==> config.mk <==
export PLATFORM = sky130hd
export DESIGN_NAME = clock_period_meter
export DESIGN_NICKNAME = d
export VERILOG_FILES = /design/src/rtl/clock_period_meter_pkg.sv /design/src/rtl/sig_synchronizer.sv /design/src/rtl/clock_period_meter.sv
export SDC_FILE = /design/constraint.sdc
export NUM_CORES = 1
export LEC_CHECK = 0
export CAP_MARGIN = 20
export CORE_ASPECT_RATIO = 1.5
export CORE_MARGIN = 2
export CORE_UTILIZATION = 31
export CTS_CLUSTER_DIAMETER = 60
export DETAILED_ROUTE_END_ITERATION = 8
export PLACE_DENSITY = 0.44
export SYNTH_ARGS = -nofsm -noshare
export SYNTH_HDL_FRONTEND = slang
export SYNTH_SLANG_ARGS = --single-unit
==> constraint.sdc <==
create_clock -name clk_i -period 5.73 [get_ports clk_i]
set_clock_uncertainty 0.05 [all_clocks]
set_input_delay 1.146 -clock clk_i [delete_from_list [all_inputs] [get_ports clk_i]]
set_output_delay 1.146 -clock clk_i [all_outputs]
set_load 0.01 [all_outputs]
==> src/rtl/clock_period_meter_pkg.sv <==
// Shared definitions for the clock period meter: measurement states and
// default sizing.
package clock_period_meter_pkg;

  localparam int              DEFAULT_WIDTH   = 32;
  localparam longint unsigned DEFAULT_TIMEOUT = 1000000;

  typedef enum logic {
    WAIT_FIRST = 1'b0,
    MEASURE    = 1'b1
  } meterState_e;

endpackage

==> src/rtl/sig_synchronizer.sv <==
// sig_synchronizer: two-flop synchronizer for an asynchronous input plus a
// history flop, giving a clean level and single-cycle rise/fall strobes.
module sig_synchronizer (
  input  logic clk_i,
  input  logic reset_n,
  input  logic sig_i,
  output logic level_o,
  output logic rise_o,
  output logic fall_o
);

  logic s1_q;
  logic s2_q;
  logic s3_q;

  // Shift the input through two metastability stages and keep one cycle of history
  always_ff @(posedge clk_i or negedge reset_n) begin
    if (!reset_n) begin
      s1_q <= 1'b0;
      s2_q <= 1'b0;
      s3_q <= 1'b0;
    end else begin
      s1_q <= sig_i;
      s2_q <= s1_q;
      s3_q <= s2_q;
    end
  end

  assign level_o = s2_q;
  assign rise_o  = s2_q & ~s3_q;
  assign fall_o  = ~s2_q & s3_q;

endmodule

==> src/rtl/clock_period_meter.sv <==
// clock_period_meter: measures the period and high time of a slow asynchronous
// square wave in clk_i cycles, publishes each result on a valid/ack handshake,
// and flags a stopped input (timeout) and overwritten unread results (overrun).
module clock_period_meter
  import clock_period_meter_pkg::*;
#(
  parameter int              WIDTH   = DEFAULT_WIDTH,
  parameter longint unsigned TIMEOUT = DEFAULT_TIMEOUT
) (
  input  logic             clk_i,
  input  logic             reset_n,
  input  logic             sig_i,
  input  logic             ack_i,
  output logic [WIDTH-1:0] period_o,
  output logic [WIDTH-1:0] high_o,
  output logic             valid_o,
  output logic             overrun_o,
  output logic             timeout_o
);

  localparam logic [WIDTH-1:0] TIMEOUT_C = WIDTH'(TIMEOUT);
  localparam logic [WIDTH-1:0] MAX_C     = '1;
  localparam logic [WIDTH-1:0] ONE_C     = {{(WIDTH-1){1'b0}}, 1'b1};

  logic sigLevel;
  logic sigRise;
  logic sigFall;

  meterState_e      state_q,   state_d;
  logic [WIDTH-1:0] pCnt_q,    pCnt_d;
  logic [WIDTH-1:0] hCnt_q,    hCnt_d;
  logic [WIDTH-1:0] hShadow_q, hShadow_d;
  logic             sawFall_q, sawFall_d;
  logic [WIDTH-1:0] period_q,  period_d;
  logic [WIDTH-1:0] high_q,    high_d;
  logic             valid_q,   valid_d;
  logic             overrun_q, overrun_d;
  logic             timeout_q, timeout_d;

  logic publish;
  logic risePublish;
  logic timeoutHit;
  logic pCntAtTimeout;

  sig_synchronizer uSync (
    .clk_i   (clk_i),
    .reset_n (reset_n),
    .sig_i   (sig_i),
    .level_o (sigLevel),
    .rise_o  (sigRise),
    .fall_o  (sigFall)
  );

  // Next-state logic for the measurement FSM, counters and result registers
  always_comb begin
    state_d       = state_q;
    pCnt_d        = pCnt_q;
    hCnt_d        = hCnt_q;
    hShadow_d     = hShadow_q;
    sawFall_d     = sawFall_q;
    period_d      = period_q;
    high_d        = high_q;
    publish       = 1'b0;
    risePublish   = 1'b0;
    timeoutHit    = 1'b0;
    pCntAtTimeout = (pCnt_q == TIMEOUT_C);

    unique case (state_q)
      WAIT_FIRST: begin
        if (sigRise) begin
          pCnt_d    = ONE_C;
          hCnt_d    = ONE_C;
          sawFall_d = 1'b0;
          state_d   = MEASURE;
        end else if (pCntAtTimeout) begin
          timeoutHit = 1'b1;
        end else begin
          pCnt_d = pCnt_q + ONE_C;
        end
      end

      MEASURE: begin
        pCnt_d = (pCnt_q == MAX_C) ? pCnt_q : pCnt_q + ONE_C;
        if (sigLevel && (hCnt_q != MAX_C)) begin
          hCnt_d = hCnt_q + ONE_C;
        end
        if (sigFall) begin
          hShadow_d = hCnt_q;
          sawFall_d = 1'b1;
        end
        if (sigRise) begin
          period_d    = pCnt_q;
          high_d      = sawFall_q ? hShadow_q : hCnt_q;
          pCnt_d      = ONE_C;
          hCnt_d      = ONE_C;
          sawFall_d   = 1'b0;
          publish     = 1'b1;
          risePublish = 1'b1;
        end else if (pCntAtTimeout) begin
          period_d   = '0;
          high_d     = '0;
          pCnt_d     = '0;
          publish    = 1'b1;
          timeoutHit = 1'b1;
          state_d    = WAIT_FIRST;
        end
      end

      default: begin
        state_d = WAIT_FIRST;
        pCnt_d  = '0;
      end
    endcase
  end

  // State, counter and result registers; reset discards any measurement in flight
  always_ff @(posedge clk_i or negedge reset_n) begin
    if (!reset_n) begin
      state_q   <= WAIT_FIRST;
      pCnt_q    <= '0;
      hCnt_q    <= '0;
      hShadow_q <= '0;
      sawFall_q <= 1'b0;
      period_q  <= '0;
      high_q    <= '0;
    end else begin
      state_q   <= state_d;
      pCnt_q    <= pCnt_d;
      hCnt_q    <= hCnt_d;
      hShadow_q <= hShadow_d;
      sawFall_q <= sawFall_d;
      period_q  <= period_d;
      high_q    <= high_d;
    end
  end

  // Handshake flags: a publish beats a same-cycle ack, and overrun marks lost results
  always_comb begin
    valid_d   = valid_q;
    overrun_d = overrun_q;
    timeout_d = timeout_q;
    if (ack_i) begin
      valid_d   = 1'b0;
      overrun_d = 1'b0;
    end
    if (publish) begin
      valid_d = 1'b1;
      if (valid_q && !ack_i) begin
        overrun_d = 1'b1;
      end
    end
    if (timeoutHit) begin
      timeout_d = 1'b1;
    end else if (risePublish) begin
      timeout_d = 1'b0;
    end
  end

  // Handshake flag registers
  always_ff @(posedge clk_i or negedge reset_n) begin
    if (!reset_n) begin
      valid_q   <= 1'b0;
      overrun_q <= 1'b0;
      timeout_q <= 1'b0;
    end else begin
      valid_q   <= valid_d;
      overrun_q <= overrun_d;
      timeout_q <= timeout_d;
    end
  end

  assign period_o  = period_q;
  assign high_o    = high_q;
  assign valid_o   = valid_q;
  assign overrun_o = overrun_q;
  assign timeout_o = timeout_q;

endmodule

==> run summary <==
syn avg cell area: 11.27 um^2
layout cell share with drive strength beyond 1: 11.73%
Slew HR: 30.87%
r2r worst-path depth: 6
synthesized flop and latch total: 168
slowest cell delay on critical path: 0.59 ns
Layout area overhead: 20.40%
Synth area leader: dfrtp_1
PortBufs: 70
final hold violations: 0
Post-Syn Instances: 701
crit share post-route: 52.24%
initial drt markers: 362
post-route setup slack: 2.737 ns
WL final: 21,210 um
Post-synth EDFFs: 0
Pre-Repair DR Iteration Count: 4
Avg WL per Cell: 19.37 um
CP Class: register to register
H-tree levels: 4
vias per cell: 5.484
hold buffers post-CTS: 0
Ports: 71
Leak: 4.090 nW
worst r2r src: pCnt_q[27]
fillers: 2,479
CP max-delay cell: nor4_1
RSZ-0062 raised after global routing: false
Post-Syn Nets: 710
via count: 6,005
Area contributors post-synth: dfrtp_1 (53%), mux2i_1 (4.3%), mux2_2 (4.0%)
Finished Layout Cells: 1,095
CP Launch Point: pCnt_q[27]
run status: completed
clk sinks: 168
HPWL after DPL: 14,560 um
Pwr Density: 283.3 mW/mm^2
Worst Hold Class: register to register
fin. max-slew vios: 0
setup TNS: 0 ns
R2R Setup Slk: 2.74 ns
antenna-violating nets left: 0
core area: 0.02505 mm^2
mapped cell area: 0.007901 mm^2
Reg-to-Reg End: period_o[7]
setup violators final: 0
Die Area: 0.02681 mm^2
Post-CTS Setup Inserts: 0
CTS clk-pin slew, worst paths: 0.07 ns
GRT Residual Overflow: 0
max frequency: 0.3341 GHz
number of global-route vias before repair: 6,277
peak supply drop: 0.0002029 V
Least-Margin Pin Slew: 1.037 ns
Crit path arrival time: 3.26 ns
synth unique cells: 49
Core Rows: 71
post-synth top area share: 53.21%
Yosys warning total: 0
die width: 134.4 um
clock tree from TritonCTS: yes
residual DRC count: 0
placed cells: 1,063
asr flop ratio synth: 100.0%
first-pass GRT wire length: 34,440 um
Main synth FF type: dfrtp_1
CP Launch Type: register
gpl congestion: 0.8022
initial core utilization: 31.54%
min Tclk post-route: 2.993 ns
Final nets: 763
crit end category: register
CP required: 6.00 ns
worst skew pair latency: 0.44 ns
largest net degree at the start of global routing: 89
clock tree buffer depth: 2
Tot GR Track Use: 16.53%
critical-path cell list: nor4_1 > nand4_1 > nor2_1 > o21ai_4 > buf_4 > a22o_1
CTS root buffer: clkbuf_16
Crit Path Max Fanout: 34
max_cap viols: 0
Worst Setup EP: period_o[7]
initial antenna violation count: 0
ANT cells: 0
Die Ht: 199.5 um
TritonCTS Buffers: 17
register area share after synthesis: 53.21%
dpl ws: 2.736 ns
post-CTS sizing: 0
==> metrics by stage <==
| step | cell area [um^2] | power [mW] | util (%) | hold slack [ns] |
|---|---|---|---|---|
| after floorplan | 7901 | 1.420 | - | 0.2812 |
| after global placement | 8886 | 1.529 | 35.47 | 0.3096 |
| after detailed placement | 8901 | 1.535 | 35.53 | 0.3004 |
| after CTS | 9513 | 2.737 | 37.97 | 0.3155 |
| after global routing | 9513 | 2.808 | 37.97 | 0.3229 |
| final | 9513 | 2.695 | 37.97 | 0.3100 |
==> cells in the mapped netlist, types with 2 or more instances <==
| library cell | instances |
|---|---|
| a21o_1 | 2 |
| a21oi_1 | 49 |
| a22o_1 | 32 |
| and2_1 | 6 |
| and3_1 | 10 |
| and3_2 | 2 |
| and4_1 | 11 |
| buf_2 | 10 |
| buf_6 | 6 |
| clkbuf_1 | 30 |
| dfrtp_1 | 168 |
| ha_1 | 5 |
| inv_1 | 16 |
| mux2_2 | 28 |
| mux2i_1 | 34 |
| nand2_1 | 30 |
| nand3_1 | 31 |
| nand4_1 | 21 |
| nor2_1 | 18 |
| nor3_1 | 2 |
| nor4_1 | 9 |
| nor4_2 | 3 |
| nor4_4 | 2 |
| nor4bb_1 | 2 |
| o211ai_1 | 4 |
| o21a_1 | 5 |
| o21ai_0 | 29 |
| o2bb2ai_1 | 32 |
| o31a_1 | 6 |
| o31ai_1 | 29 |
| o41ai_1 | 2 |
| or3_1 | 17 |
| or4_1 | 28 |
| xnor2_1 | 3 |
| xor2_1 | 5 |
==> cell families after synthesis <==
logic type,Yosys count,share of synthesized area (%)
compound gates,194,17.17
mux,62,8.298
flops,168,53.21
buf+inv,63,3.769
simple gates,201,15.88
fa+ha+maj,5,0.7918
xor+xnor,8,0.8868
==> report_power, final <==
part           internal (mW)  switching (mW)  leakage (nW)  total [mW]
clock network          0.701           0.487         0.302        1.19
logic                 0.0965           0.115          1.48       0.211
registers               1.23          0.0654          2.31        1.30
total                   2.03           0.667          4.09        2.69
==> layer usage <==
layer | routed length (um) | GRT usage [%] | vias to the layer above
met4 | 448 | 6.511 | 0
met3 | 471 | 2.714 | 27
li1 | - | - | 2796
met1 | 8158 | 17.60 | 3091
met2 | 12130 | 32.07 | 91
met5 | 0 | 0 | -
==> sequential cells by signal, indices dropped and copies added, names as in the netlist, 32 cells and up <==
name,cells
hShadow_q,32
period_o,32
high_o,32
hCnt_q,32
pCnt_q,32
==> how the worst min path moves through the flow <==
stage          startpoint             to  slack [ns]  depth (start not counted)
5_1_grt        uSync.s1_q  uSync.level_o        0.32                          0
2_1_floorplan  uSync.s1_q  uSync.level_o        0.28                          0
4_1_cts        uSync.s1_q  uSync.level_o        0.32                          0
3_3_place_gp   uSync.s1_q  uSync.level_o        0.31                          0
6_report       uSync.s1_q  uSync.level_o        0.31                          0
3_5_place_dp   uSync.s1_q  uSync.level_o        0.30                          0
==> worst max-delay path: cells and delay by family, from the launching register on <==
| kind | cells | cell delay (ns) |
|---|---|---|
| compound gates | 2 | 0.62 |
| buf+inv | 1 | 0.40 |
| flops | 1 | 0.45 |
| simple gates | 3 | 1.34 |
==> layout make-up <==
class	instances	area [um^2]	share of cell area, %
clock buffers	22	494.2	5.195
clock inverters	10	117.6	1.236
inverters	16	60.06	0.6313
multi-input cells	470	3433	36.09
flip-flops and latches	168	4205	44.21
well taps	328	410.4	4.314
repair buffers	81	792.0	8.326
==> layout by cell type, fill, tap and decap left out, types with 21 or more instances in the layout <==
cell / netlist / layout
a21oi_1: 49 / 49
nand2_1: 30 / 29
or4_1: 28 / 28
mux2_2: 28 / 28
dfrtp_1: 168 / 167
o21ai_0: 29 / 28
clkdlybuf4s50_1: 0 / 69
o31ai_1: 29 / 29
nand4_1: 21 / 21
a22o_1: 32 / 32
mux2i_1: 34 / 34
nand3_1: 31 / 31
o2bb2ai_1: 32 / 32
(Power assumes the default switching activity.)
